<file path="src/rtl/bios_loader.sv">
// Streams an image ROM to a BIOS command port: RST, then per byte ADR_UPPER/ADR_LOWER/WRITE (and READ-verify), then BOOT.
// Command bytes use valid/ready with o_data held while stalled; readback bytes are accepted only while awaiting them.
module bios_loader #(
  parameter int unsigned LEN_WIDTH = 16,
  parameter logic [31:0] BASE_ADDR = 32'h0000_0000,
  parameter bit          VERIFY    = 1'b1,
  parameter int unsigned TIMEOUT   = 1024
) (
  input  logic                 clk,
  input  logic                 rst_n,
  input  logic                 i_start,
  input  logic [LEN_WIDTH-1:0] i_length,
  output logic [LEN_WIDTH-1:0] o_img_addr,
  input  logic [7:0]           i_img_data,
  output logic [7:0]           o_data,
  output logic                 o_valid,
  input  logic                 i_out_ready,
  input  logic [7:0]           i_data,
  input  logic                 i_valid,
  output logic                 o_in_ready,
  output logic                 o_busy,
  output logic                 o_done,
  output logic                 o_error,
  output logic [31:0]          o_err_addr
);

  localparam logic [7:0]  OP_BOOT      = 8'h01;
  localparam logic [7:0]  OP_RST       = 8'h02;
  localparam logic [7:0]  OP_READ      = 8'h03;
  localparam logic [7:0]  OP_WRITE     = 8'h04;
  localparam logic [7:0]  OP_ADR_LOWER = 8'h05;
  localparam logic [7:0]  OP_ADR_UPPER = 8'h06;
  localparam logic [15:0] TIMER_LAST   = 16'(TIMEOUT - 1);

  typedef enum logic [3:0] {
    S_IDLE, S_RST_OP, S_FETCH_A, S_FETCH_D, S_ADR_HI, S_ADR_LO, S_WR,
    S_RD_OP, S_RD_WAIT, S_NEXT, S_BOOT_OP, S_DONE, S_ERR
  } state_t;

  state_t                 state_q, state_d, send_next;
  logic [1:0]             cnt_q, cnt_d;
  logic [LEN_WIDTH-1:0]   idx_q, idx_d, len_q, len_d, idx_inc;
  logic [7:0]             byte_q, byte_d;
  logic [15:0]            timer_q, timer_d;
  logic                   busy_q, busy_d, done_q, done_d, error_q, error_d;
  logic [31:0]            err_addr_q, err_addr_d;
  logic [31:0]            addr;
  logic                   last, xfer;

  assign addr       = BASE_ADDR + 32'(idx_q);
  assign idx_inc    = idx_q + LEN_WIDTH'(1);
  assign o_img_addr = idx_q;
  assign o_busy     = busy_q;
  assign o_done     = done_q;
  assign o_error    = error_q;
  assign o_err_addr = err_addr_q;

  always_comb begin
    state_d    = state_q;
    cnt_d      = cnt_q;
    idx_d      = idx_q;
    len_d      = len_q;
    byte_d     = byte_q;
    timer_d    = timer_q;
    busy_d     = busy_q;
    done_d     = done_q;
    error_d    = error_q;
    err_addr_d = err_addr_q;
    o_valid    = 1'b0;
    o_data     = 8'h00;
    o_in_ready = 1'b0;
    last       = 1'b1;
    send_next  = state_q;

    // Byte presented depends only on registered state, so it cannot change while stalled.
    case (state_q)
      S_RST_OP: begin
        o_valid   = 1'b1;
        o_data    = OP_RST;
        send_next = (len_q == '0) ? S_BOOT_OP : S_FETCH_A;
      end
      S_ADR_HI: begin
        o_valid   = 1'b1;
        last      = (cnt_q == 2'd2);
        o_data    = (cnt_q == 2'd0) ? OP_ADR_UPPER :
                    (cnt_q == 2'd1) ? addr[23:16] : addr[31:24];
        send_next = S_ADR_LO;
      end
      S_ADR_LO: begin
        o_valid   = 1'b1;
        last      = (cnt_q == 2'd2);
        o_data    = (cnt_q == 2'd0) ? OP_ADR_LOWER :
                    (cnt_q == 2'd1) ? addr[7:0] : addr[15:8];
        send_next = S_WR;
      end
      S_WR: begin
        o_valid   = 1'b1;
        last      = (cnt_q == 2'd1);
        o_data    = (cnt_q == 2'd0) ? OP_WRITE : byte_q;
        send_next = VERIFY ? S_RD_OP : S_NEXT;
      end
      S_RD_OP: begin
        o_valid   = 1'b1;
        o_data    = OP_READ;
        send_next = S_RD_WAIT;
      end
      S_BOOT_OP: begin
        o_valid   = 1'b1;
        o_data    = OP_BOOT;
        send_next = S_DONE;
      end
      S_RD_WAIT: o_in_ready = 1'b1;
      default: ;
    endcase

    xfer = o_valid & i_out_ready;

    case (state_q)
      S_IDLE: begin
        if (i_start) begin
          len_d   = i_length;
          idx_d   = '0;
          done_d  = 1'b0;
          error_d = 1'b0;
          busy_d  = 1'b1;
          state_d = S_RST_OP;
        end
      end
      S_RST_OP, S_ADR_HI, S_ADR_LO, S_WR, S_RD_OP, S_BOOT_OP: begin
        timer_d = '0;
        if (xfer) begin
          if (last) begin
            cnt_d   = '0;
            state_d = send_next;
          end else begin
            cnt_d = cnt_q + 2'd1;
          end
        end
      end
      S_FETCH_A: state_d = S_FETCH_D;
      S_FETCH_D: begin
        byte_d  = i_img_data;
        state_d = (idx_q == '0 || addr[15:0] == 16'h0000) ? S_ADR_HI : S_ADR_LO;
      end
      S_RD_WAIT: begin
        if ((i_valid && i_data != byte_q) || (!i_valid && timer_q == TIMER_LAST)) begin
          error_d    = 1'b1;
          err_addr_d = addr;
          state_d    = S_ERR;
        end else if (i_valid) begin
          state_d = S_NEXT;
        end else begin
          timer_d = timer_q + 16'd1;
        end
      end
      S_NEXT: begin
        idx_d   = idx_inc;
        state_d = (idx_inc == len_q) ? S_BOOT_OP : S_FETCH_A;
      end
      S_DONE: begin
        done_d  = 1'b1;
        busy_d  = 1'b0;
        state_d = S_IDLE;
      end
      S_ERR: begin
        busy_d  = 1'b0;
        state_d = S_IDLE;
      end
      default: state_d = S_IDLE;
    endcase
  end

  always_ff @(posedge clk or negedge rst_n) begin
    if (!rst_n) begin
      state_q    <= S_IDLE;
      cnt_q      <= '0;
      idx_q      <= '0;
      len_q      <= '0;
      byte_q     <= '0;
      timer_q    <= '0;
      busy_q     <= 1'b0;
      done_q     <= 1'b0;
      error_q    <= 1'b0;
      err_addr_q <= '0;
    end else begin
      state_q    <= state_d;
      cnt_q      <= cnt_d;
      idx_q      <= idx_d;
      len_q      <= len_d;
      byte_q     <= byte_d;
      timer_q    <= timer_d;
      busy_q     <= busy_d;
      done_q     <= done_d;
      error_q    <= error_d;
      err_addr_q <= err_addr_d;
    end
  end

endmodule

</file>
<file path="config.mk">
export PLATFORM = sky130hd
export DESIGN_NAME = bios_loader
export DESIGN_NICKNAME = d
export VERILOG_FILES = /design/src/rtl/bios_loader.sv
export SDC_FILE = /design/constraint.sdc
export NUM_CORES = 1
export LEC_CHECK = 0
export ABC_CLOCK_PERIOD_IN_PS = 2850
export CAP_MARGIN = 20
export CORE_ASPECT_RATIO = 0.8
export CORE_MARGIN = 4
export CORE_UTILIZATION = 30
export DETAILED_ROUTE_END_ITERATION = 12
export PLACE_DENSITY = 0.53
export SLEW_MARGIN = 15
export SYNTH_ARGS = -nofsm -noshare
export SYNTH_HDL_FRONTEND = slang
export SYNTH_SLANG_ARGS = --single-unit
</file>
<file path="constraint.sdc">
create_clock -name clk -period 2.85 [get_ports clk]
set_clock_uncertainty 0.2 [all_clocks]
set_input_delay 0.57 -clock clk [delete_from_list [all_inputs] [get_ports clk]]
set_output_delay 0.57 -clock clk [all_outputs]
set_load 0.005 [all_outputs]
</file>
==> impl_metrics.yaml <==
sta:
  finalSetupTns_ns: 0
  rsz0062_at_grt: "no"
  clock.fmax_mhz: 367
  slew-limit-headroom: 0.387
  finalMaxSlewViolations: 0
  fin_ws_ns: 0.124
  setup_viol: 0
  hold_viol: 0
  fin_crit_ns: 2.73
  hold-worst-slack_ns: 0.0354
  worst_pin_slew_ns: 0.916
  finalCritPeriodShare: 0.956
logic_synthesis:
  ys_top_cells_by_area: "dfrtp_1, mux2_2, xnor2_1"
  yosysTopAreaCell: "dfrtp_1"
  synth_edf_count: 0
  netlist_area_um2: 4840
  synth_top_family_by_area: "simple AND/OR/NAND/NOR gates"
  synth-xor-area-share: 0.0797
  ys_types: 61
  yosysWarnings: 0
  synth_cells: 501
  ys_top_cells_by_count: "dfrtp_1, nor2_1, mux2_2"
  ys.flop_type: "dfrtp_1"
  avgSynthCellArea_um2: 9.65
  synth_fa_ha_area_frac: 0.0155
  synth_top_area_share: 0.419
  synth_compound_area_frac: 0.117
  synth-simple-area-share: 0.192
  synth_mux_area_frac: 0.112
  async_reset_ff_frac: 1.00
  ys_ff_latch: 81
  synth-seq-area-share: 0.419
  synth_most_common_cell: "dfrtp_1"
final_layout:
  finalNetCount: 635
  multiInputGateArea_um2: 2610
  seqCellArea_um2: 2030
  syn_to_final_growth_pct: 30.7
  finish.utilization: 0.400
  diodes: 0
  design_area_um2: 6320
  layout-drive-gt1-share: 0.198
  instances_no_fill: 812
  n_fill_cell: 1612
worst_setup_path:
  crit_fanout: 3
  rr_startpoint: "o_img_addr[1]$_DFFE_PN0P_"
  r2r_cells: 7
  path_cells: "inv_2, ha_2, or2_2, o32ai_2, a32oi_1, nor2_1, buf_2"
  worstPathRequired_ns: 2.08
  cp-start-kind: "flip-flop"
  crit_arrival_ns: 1.96
  crit_buf_inv: 2
  endpoint_kind: "output pin"
  cp.depth: 7
  r2r_end: "state_q[3]$_DFFE_PN0P_"
  crit_family: "simple AND/OR/NAND/NOR gates"
  r2r_slack_ns: 0.27
  criticalPathCategory: "reg2out"
  slowest_delay_ns: 0.38
  slowest_stage: "dfrtp_1"
route:
  dr_total_vias: 4038
  highest_layer: "met4"
  dr_wl_met3_um: 1070
  route.met2.wl_um: 5990
  wl_per_cell_um: 17.3
  dr.first_iter.drc_count: 206
  drt-total-wl_um: 14000
  viasPerCell: 4.97
  dr.pass1.iters: 4
  postRouteAntennaNets: 0
  wl_met1_um: 6820
  remaining_drc_errors: 0
cts:
  clock_path_buffers: 2
  clk_latency_ns: 0.35
  cts.sinks: 81
  cts_max_level: 3
  cts_hold_buf: 0
  clockRootBuffer: "clkbuf_16"
  clkTransAtPathRegs_ns: 0.07
  cts_buffers: 9
  cts_tree: "yes"
power_and_ir_drop:
  ir_drop_v: 0.000357
  p_leak_nw: 2.62
  power.density_nw_per_um2: 1000
  power.total_mw: 6.35
floorplan:
  num_rows: 41
  fp.dieH_um: 122
  die_x_um: 150
  core_area_um2: 15800
  die_area_um2: 18200
  io_pins: 98
  start_util: 0.306
place:
  gp_congestion: 0.884
  numPortBuffers: 81
  placed_area_um2: 5950
  dp_cells: 795
  dp_hpwl_um: 10600
  place_ws_ns: 0.0129
global_route:
  gr-usage-all-layers: 0.161
  grt_pass1_vias: 4192
  grt_antenna_before_repair: 0
  grt_max_degree: 45
  grt_first_pass_wirelength_um: 22700
  grt_overflow_total: 0
run_status:
  status: "finished clean"
min_path:
  hp-class: "in2async"
flow_run:
  maxCapViolations: 0
where the power goes:
part	leakage (nW)	internal [mW]	switching [mW]
clock network	0.153	0.777	0.514
registers	1.06	1.54	0.533
logic	1.40	1.51	1.48
total	2.62	3.82	2.53
worst reg2reg max path: cells and delay by family, from the launching register on:
| kind | cells | cell delay [ns] |
|---|---|---|
| AO/OA/AOI/OAI | 2 | 0.36 |
| XOR/XNOR | 1 | 0.18 |
| adder cells (fa/ha/maj) | 1 | 0.35 |
| flip-flops | 1 | 0.54 |
| AND/OR/NAND/NOR | 3 | 0.88 |
cells in the final DEF (no fill, tap or decap), types with 4 or more instances in the layout:
cell and count:
o21ai_0 33, buf_4 31, dfrtp_1 81, nand2b_1 5, mux2_2 41, xor2_1 13
xnor2_1 31, clkbuf_16 9, conb_1 16, nor3_1 9, nor2b_1 4, nor4_1 9
nor2_1 48, clkdlybuf4s50_1 72, and3_1 5, dlygate4sd2_1 7, inv_1 7, nand4_1 11
a21oi_1 25, mux2i_1 8, nand3_1 14, nand2_1 34, o31ai_1 7, and2_1 4
final cells by class:
class | count | share of cell area
Multi-Input combinational cell | 379 | 0.413
Sequential cell | 81 | 0.321
Timing Repair Buffer | 113 | 0.168
Tap cell | 215 | 0.0426
Clock buffer | 9 | 0.0356
Clock inverter | 7 | 0.0160
Inverter | 8 | 0.00475
state kept, by name, indices dropped and copies added (netlist names):
| signal | cells |
|---|---|
| byte_q | 8 |
| cnt_q | 2 |
| len_q | 16 |
| o_busy | 1 |
| o_done | 1 |
| o_err_addr | 16 |
| o_error | 1 |
| o_img_addr | 16 |
| state_q | 4 |
| timer_q | 16 |
what timing repair did:
item                                    CTS  global route
buffers inserted                          0             1
cloned                                    0             0
pin swaps                                 7             1
resized for setup                        20             5
endpoints found under the setup margin   10             3
worst max path at each step:
stage / end / from
floorplan: o_data[2] / cnt_q[1]$_DFFE_PN0P_
global placement: o_data[1] / cnt_q[1]$_DFFE_PN0P_
detailed placement: o_data[1] / cnt_q[1]$_DFFE_PN0P_
CTS: o_valid / state_q[2]$_DFFE_PN0P_
global route: o_data[1] / cnt_q[1]$_DFFE_PN0P_
finish: o_data[1] / cnt_q[1]$_DFFE_PN0P_
cell families after synthesis:
family                   after synthesis
AND/OR/NAND/NOR                      171
AO/OA/AOI/OAI                         93
flip-flops                            81
buffers and inverters                 56
multiplexers                          49
XOR/XNOR                              44
adder cells (fa/ha/maj)                6
other                                  1
per-layer routing:
layer / GRT usage / vias to the layer above
li1: - / 1927
met1: 0.224 / 1957
met2: 0.240 / 145
met3: 0.0550 / 9
met4: 0.0417 / 0
met5: 0 / -
Note: power is estimated with default switching activity, not from simulation.
